`src/rtl/memory_bus_arbiter_if.sv`:
```
// Request/response bus bundle shared by the host, core and memory sides of memory_bus_arbiter.
// The master drives read/write/address/write_data; the slave returns read_data and a response pulse.
interface memory_bus_arbiter_if #(
  parameter int ADDR_WIDTH = 32,
  parameter int DATA_WIDTH = 32
);
  logic                  read;
  logic                  write;
  logic [ADDR_WIDTH-1:0] address;
  logic [DATA_WIDTH-1:0] write_data;
  logic [DATA_WIDTH-1:0] read_data;
  logic                  response;

  modport master (
    output read, write, address, write_data,
    input  read_data, response
  );

  modport slave (
    input  read, write, address, write_data,
    output read_data, response
  );
endinterface

```
`src/rtl/memory_bus_arbiter.sv`:
```
// Two-port (host/core) arbiter for the single memory bus, with watchdog abort and host lock.
// Build option: define MEM_ARB_ROUND_ROBIN_EN for round-robin on simultaneous requests (default: host priority).
module memory_bus_arbiter #(
  parameter int ADDR_WIDTH     = 32,
  parameter int DATA_WIDTH     = 32,
  parameter int TIMEOUT_CYCLES = 1024
) (
  input  logic                 clk,
  input  logic                 reset_n,
  memory_bus_arbiter_if.slave  host_bus,
  memory_bus_arbiter_if.slave  core_bus,
  memory_bus_arbiter_if.master mem_bus,
  input  logic                 host_lock,
  output logic                 grant_core,
  output logic                 timeout_error
);

  localparam int CNT_W = (TIMEOUT_CYCLES > 0) ? $clog2(TIMEOUT_CYCLES + 1) : 1;
  localparam logic [CNT_W-1:0] CNT_LAST = CNT_W'((TIMEOUT_CYCLES > 0) ? TIMEOUT_CYCLES - 1 : 0);
  localparam bit WD_EN = (TIMEOUT_CYCLES > 0);

  typedef enum logic [1:0] {
    ST_IDLE = 2'd0,
    ST_WAIT = 2'd1,
    ST_DONE = 2'd2
  } state_t;

  state_t                state_q, state_d;
  logic                  mem_read_q, mem_read_d;
  logic                  mem_write_q, mem_write_d;
  logic [ADDR_WIDTH-1:0] mem_address_q, mem_address_d;
  logic [DATA_WIDTH-1:0] mem_wdata_q, mem_wdata_d;
  logic                  grant_core_q, grant_core_d;
  logic [CNT_W-1:0]      wd_cnt_q, wd_cnt_d;
  logic [DATA_WIDTH-1:0] host_rdata_q, host_rdata_d;
  logic [DATA_WIDTH-1:0] core_rdata_q, core_rdata_d;
  logic                  host_resp_q, host_resp_d;
  logic                  core_resp_q, core_resp_d;
  logic                  timeout_q, timeout_d;
`ifdef MEM_ARB_ROUND_ROBIN_EN
  logic                  last_core_q, last_core_d;
`endif

  logic host_req_s;
  logic core_req_s;
  logic pick_core_s;
  logic finish_s;

  assign host_req_s = host_bus.read | host_bus.write;
  assign core_req_s = (core_bus.read | core_bus.write) & ~host_lock;

  // Winner selection among eligible requests
  always_comb begin
    pick_core_s = 1'b0;
`ifdef MEM_ARB_ROUND_ROBIN_EN
    if (host_req_s && core_req_s) begin
      pick_core_s = ~last_core_q;
    end else begin
      pick_core_s = core_req_s;
    end
`else
    pick_core_s = core_req_s & ~host_req_s;
`endif
  end

  // Next-state and registered-output logic
  always_comb begin
    state_d       = state_q;
    mem_read_d    = mem_read_q;
    mem_write_d   = mem_write_q;
    mem_address_d = mem_address_q;
    mem_wdata_d   = mem_wdata_q;
    grant_core_d  = grant_core_q;
    wd_cnt_d      = wd_cnt_q;
    host_rdata_d  = host_rdata_q;
    core_rdata_d  = core_rdata_q;
    host_resp_d   = 1'b0;
    core_resp_d   = 1'b0;
    timeout_d     = 1'b0;
    finish_s      = 1'b0;
`ifdef MEM_ARB_ROUND_ROBIN_EN
    last_core_d   = last_core_q;
`endif
    case (state_q)
      ST_IDLE: begin
        if (host_req_s || core_req_s) begin
          // Write wins when a requester raises both strobes
          if (pick_core_s) begin
            mem_write_d   = core_bus.write;
            mem_read_d    = ~core_bus.write;
            mem_address_d = core_bus.address;
            mem_wdata_d   = core_bus.write_data;
          end else begin
            mem_write_d   = host_bus.write;
            mem_read_d    = ~host_bus.write;
            mem_address_d = host_bus.address;
            mem_wdata_d   = host_bus.write_data;
          end
          grant_core_d = pick_core_s;
          wd_cnt_d     = {CNT_W{1'b0}};
`ifdef MEM_ARB_ROUND_ROBIN_EN
          last_core_d  = pick_core_s;
`endif
          state_d      = ST_WAIT;
        end else begin
          state_d = ST_IDLE;
        end
      end
      ST_WAIT: begin
        finish_s = mem_bus.response | (WD_EN & (wd_cnt_q == CNT_LAST));
        if (finish_s) begin
          mem_read_d   = 1'b0;
          mem_write_d  = 1'b0;
          grant_core_d = 1'b0;
          host_resp_d  = ~grant_core_q;
          core_resp_d  = grant_core_q;
          state_d      = ST_DONE;
          if (mem_bus.response) begin
            if (mem_read_q && grant_core_q) begin
              core_rdata_d = mem_bus.read_data;
            end else if (mem_read_q) begin
              host_rdata_d = mem_bus.read_data;
            end else begin
              host_rdata_d = host_rdata_q;
            end
          end else begin
            timeout_d = 1'b1;
            if (grant_core_q) begin
              core_rdata_d = {DATA_WIDTH{1'b1}};
            end else begin
              host_rdata_d = {DATA_WIDTH{1'b1}};
            end
          end
        end else begin
          wd_cnt_d = WD_EN ? wd_cnt_q + CNT_W'(1) : {CNT_W{1'b0}};
          state_d  = ST_WAIT;
        end
      end
      ST_DONE: begin
        state_d = ST_IDLE;
      end
      default: begin
        mem_read_d   = 1'b0;
        mem_write_d  = 1'b0;
        grant_core_d = 1'b0;
        state_d      = ST_IDLE;
      end
    endcase
  end

  // State and output registers; reset drops the strobes immediately
  always_ff @(posedge clk or negedge reset_n) begin
    if (!reset_n) begin
      state_q       <= ST_IDLE;
      mem_read_q    <= 1'b0;
      mem_write_q   <= 1'b0;
      mem_address_q <= {ADDR_WIDTH{1'b0}};
      mem_wdata_q   <= {DATA_WIDTH{1'b0}};
      grant_core_q  <= 1'b0;
      wd_cnt_q      <= {CNT_W{1'b0}};
      host_rdata_q  <= {DATA_WIDTH{1'b0}};
      core_rdata_q  <= {DATA_WIDTH{1'b0}};
      host_resp_q   <= 1'b0;
      core_resp_q   <= 1'b0;
      timeout_q     <= 1'b0;
`ifdef MEM_ARB_ROUND_ROBIN_EN
      last_core_q   <= 1'b1;
`endif
    end else begin
      state_q       <= state_d;
      mem_read_q    <= mem_read_d;
      mem_write_q   <= mem_write_d;
      mem_address_q <= mem_address_d;
      mem_wdata_q   <= mem_wdata_d;
      grant_core_q  <= grant_core_d;
      wd_cnt_q      <= wd_cnt_d;
      host_rdata_q  <= host_rdata_d;
      core_rdata_q  <= core_rdata_d;
      host_resp_q   <= host_resp_d;
      core_resp_q   <= core_resp_d;
      timeout_q     <= timeout_d;
`ifdef MEM_ARB_ROUND_ROBIN_EN
      last_core_q   <= last_core_d;
`endif
    end
  end

  assign mem_bus.read       = mem_read_q;
  assign mem_bus.write      = mem_write_q;
  assign mem_bus.address    = mem_address_q;
  assign mem_bus.write_data = mem_wdata_q;
  assign host_bus.read_data = host_rdata_q;
  assign host_bus.response  = host_resp_q;
  assign core_bus.read_data = core_rdata_q;
  assign core_bus.response  = core_resp_q;
  assign grant_core         = grant_core_q;
  assign timeout_error      = timeout_q;

endmodule

```
`src/flat_wrapper.sv`:
```
// flat-port wrapper written by rule: the top's interface ports become plain ports
module memory_bus_arbiter_flat 
#(
  parameter int ADDR_WIDTH     = 32,
  parameter int DATA_WIDTH     = 32,
  parameter int TIMEOUT_CYCLES = 1024
)
  (clk, reset_n, host_lock, grant_core, timeout_error, host_bus_read, host_bus_write, host_bus_address, host_bus_write_data, host_bus_read_data, host_bus_response, core_bus_read, core_bus_write, core_bus_address, core_bus_write_data, core_bus_read_data, core_bus_response, mem_bus_read, mem_bus_write, mem_bus_address, mem_bus_write_data, mem_bus_read_data, mem_bus_response);
  memory_bus_arbiter_if #(.ADDR_WIDTH(ADDR_WIDTH), .DATA_WIDTH(DATA_WIDTH)) host_bus_i ();
  memory_bus_arbiter_if #(.ADDR_WIDTH(ADDR_WIDTH), .DATA_WIDTH(DATA_WIDTH)) core_bus_i ();
  memory_bus_arbiter_if #(.ADDR_WIDTH(ADDR_WIDTH), .DATA_WIDTH(DATA_WIDTH)) mem_bus_i ();
  input  logic clk;
  input  logic reset_n;
  input  logic host_lock;
  output logic grant_core;
  output logic timeout_error;
  input wire logic [$bits(host_bus_i.read)-1:0] host_bus_read;
  input wire logic [$bits(host_bus_i.write)-1:0] host_bus_write;
  input wire logic [$bits(host_bus_i.address)-1:0] host_bus_address;
  input wire logic [$bits(host_bus_i.write_data)-1:0] host_bus_write_data;
  output wire logic [$bits(host_bus_i.read_data)-1:0] host_bus_read_data;
  output wire logic [$bits(host_bus_i.response)-1:0] host_bus_response;
  input wire logic [$bits(core_bus_i.read)-1:0] core_bus_read;
  input wire logic [$bits(core_bus_i.write)-1:0] core_bus_write;
  input wire logic [$bits(core_bus_i.address)-1:0] core_bus_address;
  input wire logic [$bits(core_bus_i.write_data)-1:0] core_bus_write_data;
  output wire logic [$bits(core_bus_i.read_data)-1:0] core_bus_read_data;
  output wire logic [$bits(core_bus_i.response)-1:0] core_bus_response;
  output wire logic [$bits(mem_bus_i.read)-1:0] mem_bus_read;
  output wire logic [$bits(mem_bus_i.write)-1:0] mem_bus_write;
  output wire logic [$bits(mem_bus_i.address)-1:0] mem_bus_address;
  output wire logic [$bits(mem_bus_i.write_data)-1:0] mem_bus_write_data;
  input wire logic [$bits(mem_bus_i.read_data)-1:0] mem_bus_read_data;
  input wire logic [$bits(mem_bus_i.response)-1:0] mem_bus_response;
  assign host_bus_i.read = host_bus_read;
  assign host_bus_i.write = host_bus_write;
  assign host_bus_i.address = host_bus_address;
  assign host_bus_i.write_data = host_bus_write_data;
  assign host_bus_read_data = host_bus_i.read_data;
  assign host_bus_response = host_bus_i.response;
  assign core_bus_i.read = core_bus_read;
  assign core_bus_i.write = core_bus_write;
  assign core_bus_i.address = core_bus_address;
  assign core_bus_i.write_data = core_bus_write_data;
  assign core_bus_read_data = core_bus_i.read_data;
  assign core_bus_response = core_bus_i.response;
  assign mem_bus_read = mem_bus_i.read;
  assign mem_bus_write = mem_bus_i.write;
  assign mem_bus_address = mem_bus_i.address;
  assign mem_bus_write_data = mem_bus_i.write_data;
  assign mem_bus_i.read_data = mem_bus_read_data;
  assign mem_bus_i.response = mem_bus_response;
  memory_bus_arbiter #(.ADDR_WIDTH(ADDR_WIDTH), .DATA_WIDTH(DATA_WIDTH), .TIMEOUT_CYCLES(TIMEOUT_CYCLES)) u_core (.clk(clk), .reset_n(reset_n), .host_bus(host_bus_i), .core_bus(core_bus_i), .mem_bus(mem_bus_i), .host_lock(host_lock), .grant_core(grant_core), .timeout_error(timeout_error));
endmodule
```
`config.mk`:
```
export PLATFORM = sky130hd
export DESIGN_NAME = memory_bus_arbiter_flat
export DESIGN_NICKNAME = d
export VERILOG_FILES = /design/src/rtl/memory_bus_arbiter_if.sv /design/src/rtl/memory_bus_arbiter.sv /design/src/flat_wrapper.sv
export SDC_FILE = /design/constraint.sdc
export NUM_CORES = 1
export LEC_CHECK = 0
export ABC_CLOCK_PERIOD_IN_PS = 1890
export BUFFER_PORTS_ARGS = -buffer_cell sky130_fd_sc_hd__buf_2
export CAP_MARGIN = 10
export CELL_PAD_IN_SITES_DETAIL_PLACEMENT = 0
export CELL_PAD_IN_SITES_GLOBAL_PLACEMENT = 1
export CORE_ASPECT_RATIO = 0.8
export CORE_UTILIZATION = 32
export CTS_BUF_LIST = sky130_fd_sc_hd__clkbuf_16
export DETAILED_ROUTE_END_ITERATION = 8
export GPL_ROUTABILITY_DRIVEN = 0
export GPL_TIMING_DRIVEN = 0
export PLACE_DENSITY_LB_ADDON = 0.1
export SETUP_SLACK_MARGIN = 0.02
export SYNTH_ARGS = -nofsm -noshare
export SYNTH_HDL_FRONTEND = slang
export SYNTH_SLANG_ARGS = --single-unit
```
`constraint.sdc`:
```
create_clock -name clk -period 1.89 [get_ports clk]
set_clock_uncertainty 0.2 [all_clocks]
set_input_delay 0.189 -clock clk [delete_from_list [all_inputs] [get_ports clk]]
set_output_delay 0.189 -clock clk [all_outputs]
set_load 0.02 [all_outputs]
```
==> results.py <==
metrics = {
    "synth": {
        "yosysTopAreaCell": "dfrtp_1",
        "syn_avg_cell_area_um2": 11.9,
        "synth-edff-count": 0,
        "synth_xor_area_share_pct": 0,
        "ys_types": 44,
        "syn_nets": 700,
        "yosysWarnings": 0,
        "ys_top_cells_by_area": "dfrtp_1 (58%), o32a_2 (10%), mux2i_1 (10%)",
        "yosys_most_used_dff": "dfrtp_1",
        "synthSimpleGateAreaFrac_pct": 8.28,
        "async_flop_share_pct": 100,
        "synth_fa_ha_area_share_pct": 0.197,
        "synth-compound-area-share_pct": 19.6,
        "synth_top_family_by_area": "compound AO/OA/AOI/OAI gates",
        "synth_area_um2": 6340,
        "synthMuxAreaShare_pct": 10.3,
        "synth_top_area_share_pct": 58.0,
        "ys_seq_area_share_pct": 58.0,
        "ys_seq_elements": 147,
        "synthesis.instances": 531,
    },
    "layout": {
        "most-common-layout-cells": "buf_2 (304), dlygate4sd3_1 (165), dfrtp_1 (143)",
        "final_util_pct": 57.2,
        "syn_to_final_growth_pct": 72.9,
        "multiInputGateArea_um2": 2550,
        "register_area_um2": 3680,
        "nFillCells": 1678,
        "drive_gt1_share_pct": 44.7,
        "final_common_cell": "buf_2",
        "antenna_cells": 0,
        "fin_nets": 1220,
    },
    "die": {
        "die_w_um": 159,
        "rows": 45,
        "dieArea_um2": 20400,
        "io_pins": 302,
        "core-area_um2": 19200,
        "initial_core_util_pct": 33.0,
        "die_y_um": 128,
    },
    "route": {
        "vias_per_cell": 4.95,
        "drt-initial-drc-count": 287,
        "routed_wirelength_um": 23900,
        "vias": 6548,
        "wl_met1_um": 10100,
        "wl_met3_um": 1500,
        "wl_met2_um": 11500,
        "antenna_left": 0,
        "highest_layer": "met4",
        "drc_errors": 0,
        "wire_per_inst_um": 18.1,
        "drt_first_pass_iters": 4,
    },
    "worst_setup_path": {
        "critPathBufInv": 2,
        "required_ns": 2.05,
        "start_kind": "flip-flop",
        "rr_startpoint": "u_core.wd_cnt_q[1]",
        "cp.arrival_ns": 2.16,
        "reg2reg_setup_slack_ns": -0.11,
        "cp_top_family": "simple AND/OR/NAND/NOR gates",
        "cp_slowest_stage_delay_ns": 0.48,
        "timing.rr.end": "u_core.host_bus.read_data[20]",
        "worstSetupPathType": "flip-flop to flip-flop",
        "r2r_cells": 7,
        "cp.depth": 7,
        "crit_path_start": "u_core.wd_cnt_q[1]",
        "critPathCapture": "u_core.host_bus.read_data[20]",
        "critPathMaxFanout": 10,
        "worstSetupEndpointType": "flip-flop",
        "crit_path_cell_trace": "ha_4 > nand3_4 > or4_4 > a21oi_4 > buf_12 > buf_8 > o32a_1",
        "worst_path_max_delay_cell": "or4_4",
    },
    "pwr": {
        "ir_drop_mv": 0.632,
        "leakagePower_nw": 5.04,
        "p_per_area_nw_per_um2": 1450,
    },
    "global_routing": {
        "grt_pass1_vias": 6937,
        "grt_max_degree": 76,
        "antenna_found_initial": 0,
        "gr-total-overflow": 0,
        "grt_pass1_wl_um": 36600,
        "gr-usage-all-layers_pct": 23.2,
    },
    "placed_design": {
        "place_ws_ns": -0.582,
        "portBuffers": 301,
        "place_hpwl_um": 15200,
    },
    "clocking": {
        "clockRootBuffer": "clkbuf_16",
        "path_clk_slew_ns": 0.07,
        "cts.sinks": 147,
        "cts_tree": "yes",
        "clkLatencyLatePin_ns": 0.43,
        "numCtsBuffers": 17,
        "ctsLongestPathBuffers": 2,
        "ctsHtreeMaxLevel": 4,
    },
    "timing": {
        "clock.fmax_mhz": 500,
        "slew_headroom_pct": 51.4,
        "slew_viol_final": 0,
        "setup_violations": 60,
        "post-route-worst-setup-slack_ns": -0.111,
        "rsz0062_at_grt": "true",
        "period_share_pct": 106,
        "layout_min_cycle_time_ns": 2.00,
        "whs_ns": 0.0175,
        "report.final.hold_viol_count": 0,
        "worst_slew_pin_slew_ns": 0.728,
    },
    "worst_hold_path": {
        "hold_class": "primary input to flip-flop",
    },
    "job": {
        "maxCapViolCount": 0,
    },
    "status": {
        "violations": "negative setup slack",
        "status": "finished with violations",
    },
}
worst min-delay path by stage:
stage	from	to	depth (start not counted)	slack (ns)
3_3_place_gp	mem_bus_read_data[4]	u_core.host_bus.read_data[4]	2	0.25
4_1_cts	host_bus_read	u_core.grant_core	4	0.002
5_1_grt	host_bus_read	u_core.grant_core	4	0.06
3_5_place_dp	reset_n	u_core.mem_bus.write_data[24]	1	0.06
6_report	host_bus_read	u_core.grant_core	4	0.02
2_1_floorplan	reset_n	u_core.core_bus.read_data[0]	0	-0.31
sequential cells by signal, indices dropped and copies added, names as in the netlist:
name / flops
u_core.host_bus.read_data: 32
u_core.mem_bus.address: 32
u_core.mem_bus.read: 1
u_core.timeout_error: 1
u_core.wd_cnt_q: 11
u_core.grant_core: 1
u_core.mem_bus.write: 1
u_core.core_bus.read_data: 32
u_core.state_q: 2
u_core.host_bus.response: 1
u_core.mem_bus.write_data: 32
u_core.core_bus.response: 1
cells in the mapped netlist, drive strengths merged (5+ instances only):
master  instances
a21oi           8
o21ai          70
buf            19
nand2          77
nor2            8
nor3            8
inv             5
clkbuf         22
o32a           64
mux2i          65
nand3           8
dfrtp         147
where the power goes:
part           internal, mW  total, mW  leakage [nW]  switching [mW]
clock network          1.85       3.33         0.277            1.48
logic                  2.81       7.18          3.00            4.36
registers              4.60       5.43          1.76           0.830
layer usage:
layer,GRT usage [%],vias up
li1,-,3032
met1,28.2,3217
met2,38.9,243
met3,6.11,56
met4,10.8,0
met5,0,-
worst min-delay path, stage by stage:
cell     delay [ns]
buf_2          0.11
nor4_1         0.06
a21oi_1        0.15
o22ai_1        0.10
logic make-up after synthesis:
| logic type | Yosys count |
|---|---|
| simple gates | 115 |
| flops | 147 |
| mux | 65 |
| compound gates | 157 |
| fa+ha+maj | 1 |
| buf+inv | 46 |
stage by stage:
stage | power (mW) | cells | setup TNS, ns | area [um^2]
2_1_floorplan | 9.23 | 531 | -1.29 | 6360
3_3_place_gp | 11.8 | 1090 | -293.49 | 8190
3_5_place_dp | 11.9 | 1091 | -48.86 | 8220
4_1_cts | 15.7 | 1307 | -7.50 | 10700
5_1_grt | 16.9 | 1322 | -8.49 | 11000
6_report | 15.9 | 1322 | -5.29 | 11000
final cells by class:
cell class,count,share of cell area [%]
Buffer,39,2.49
Clock buffer,17,3.88
Clock inverter,15,1.33
Inverter,5,0.171
Multi-Input combinational cell,339,23.2
Sequential cell,147,33.6
Tap cell,258,2.94
Timing Repair Buffer,502,32.4
timing repair:
item                                   CTS  global route
resized for setup                       29            39
endpoints found under the hold margin  206             0
setup endpoints to repair              138           135
gates cloned                             2             4
hold buffers                           165             0
setup buffers                           18            12
pin swaps                                5            11
Power figures use the tool's default switching activity.
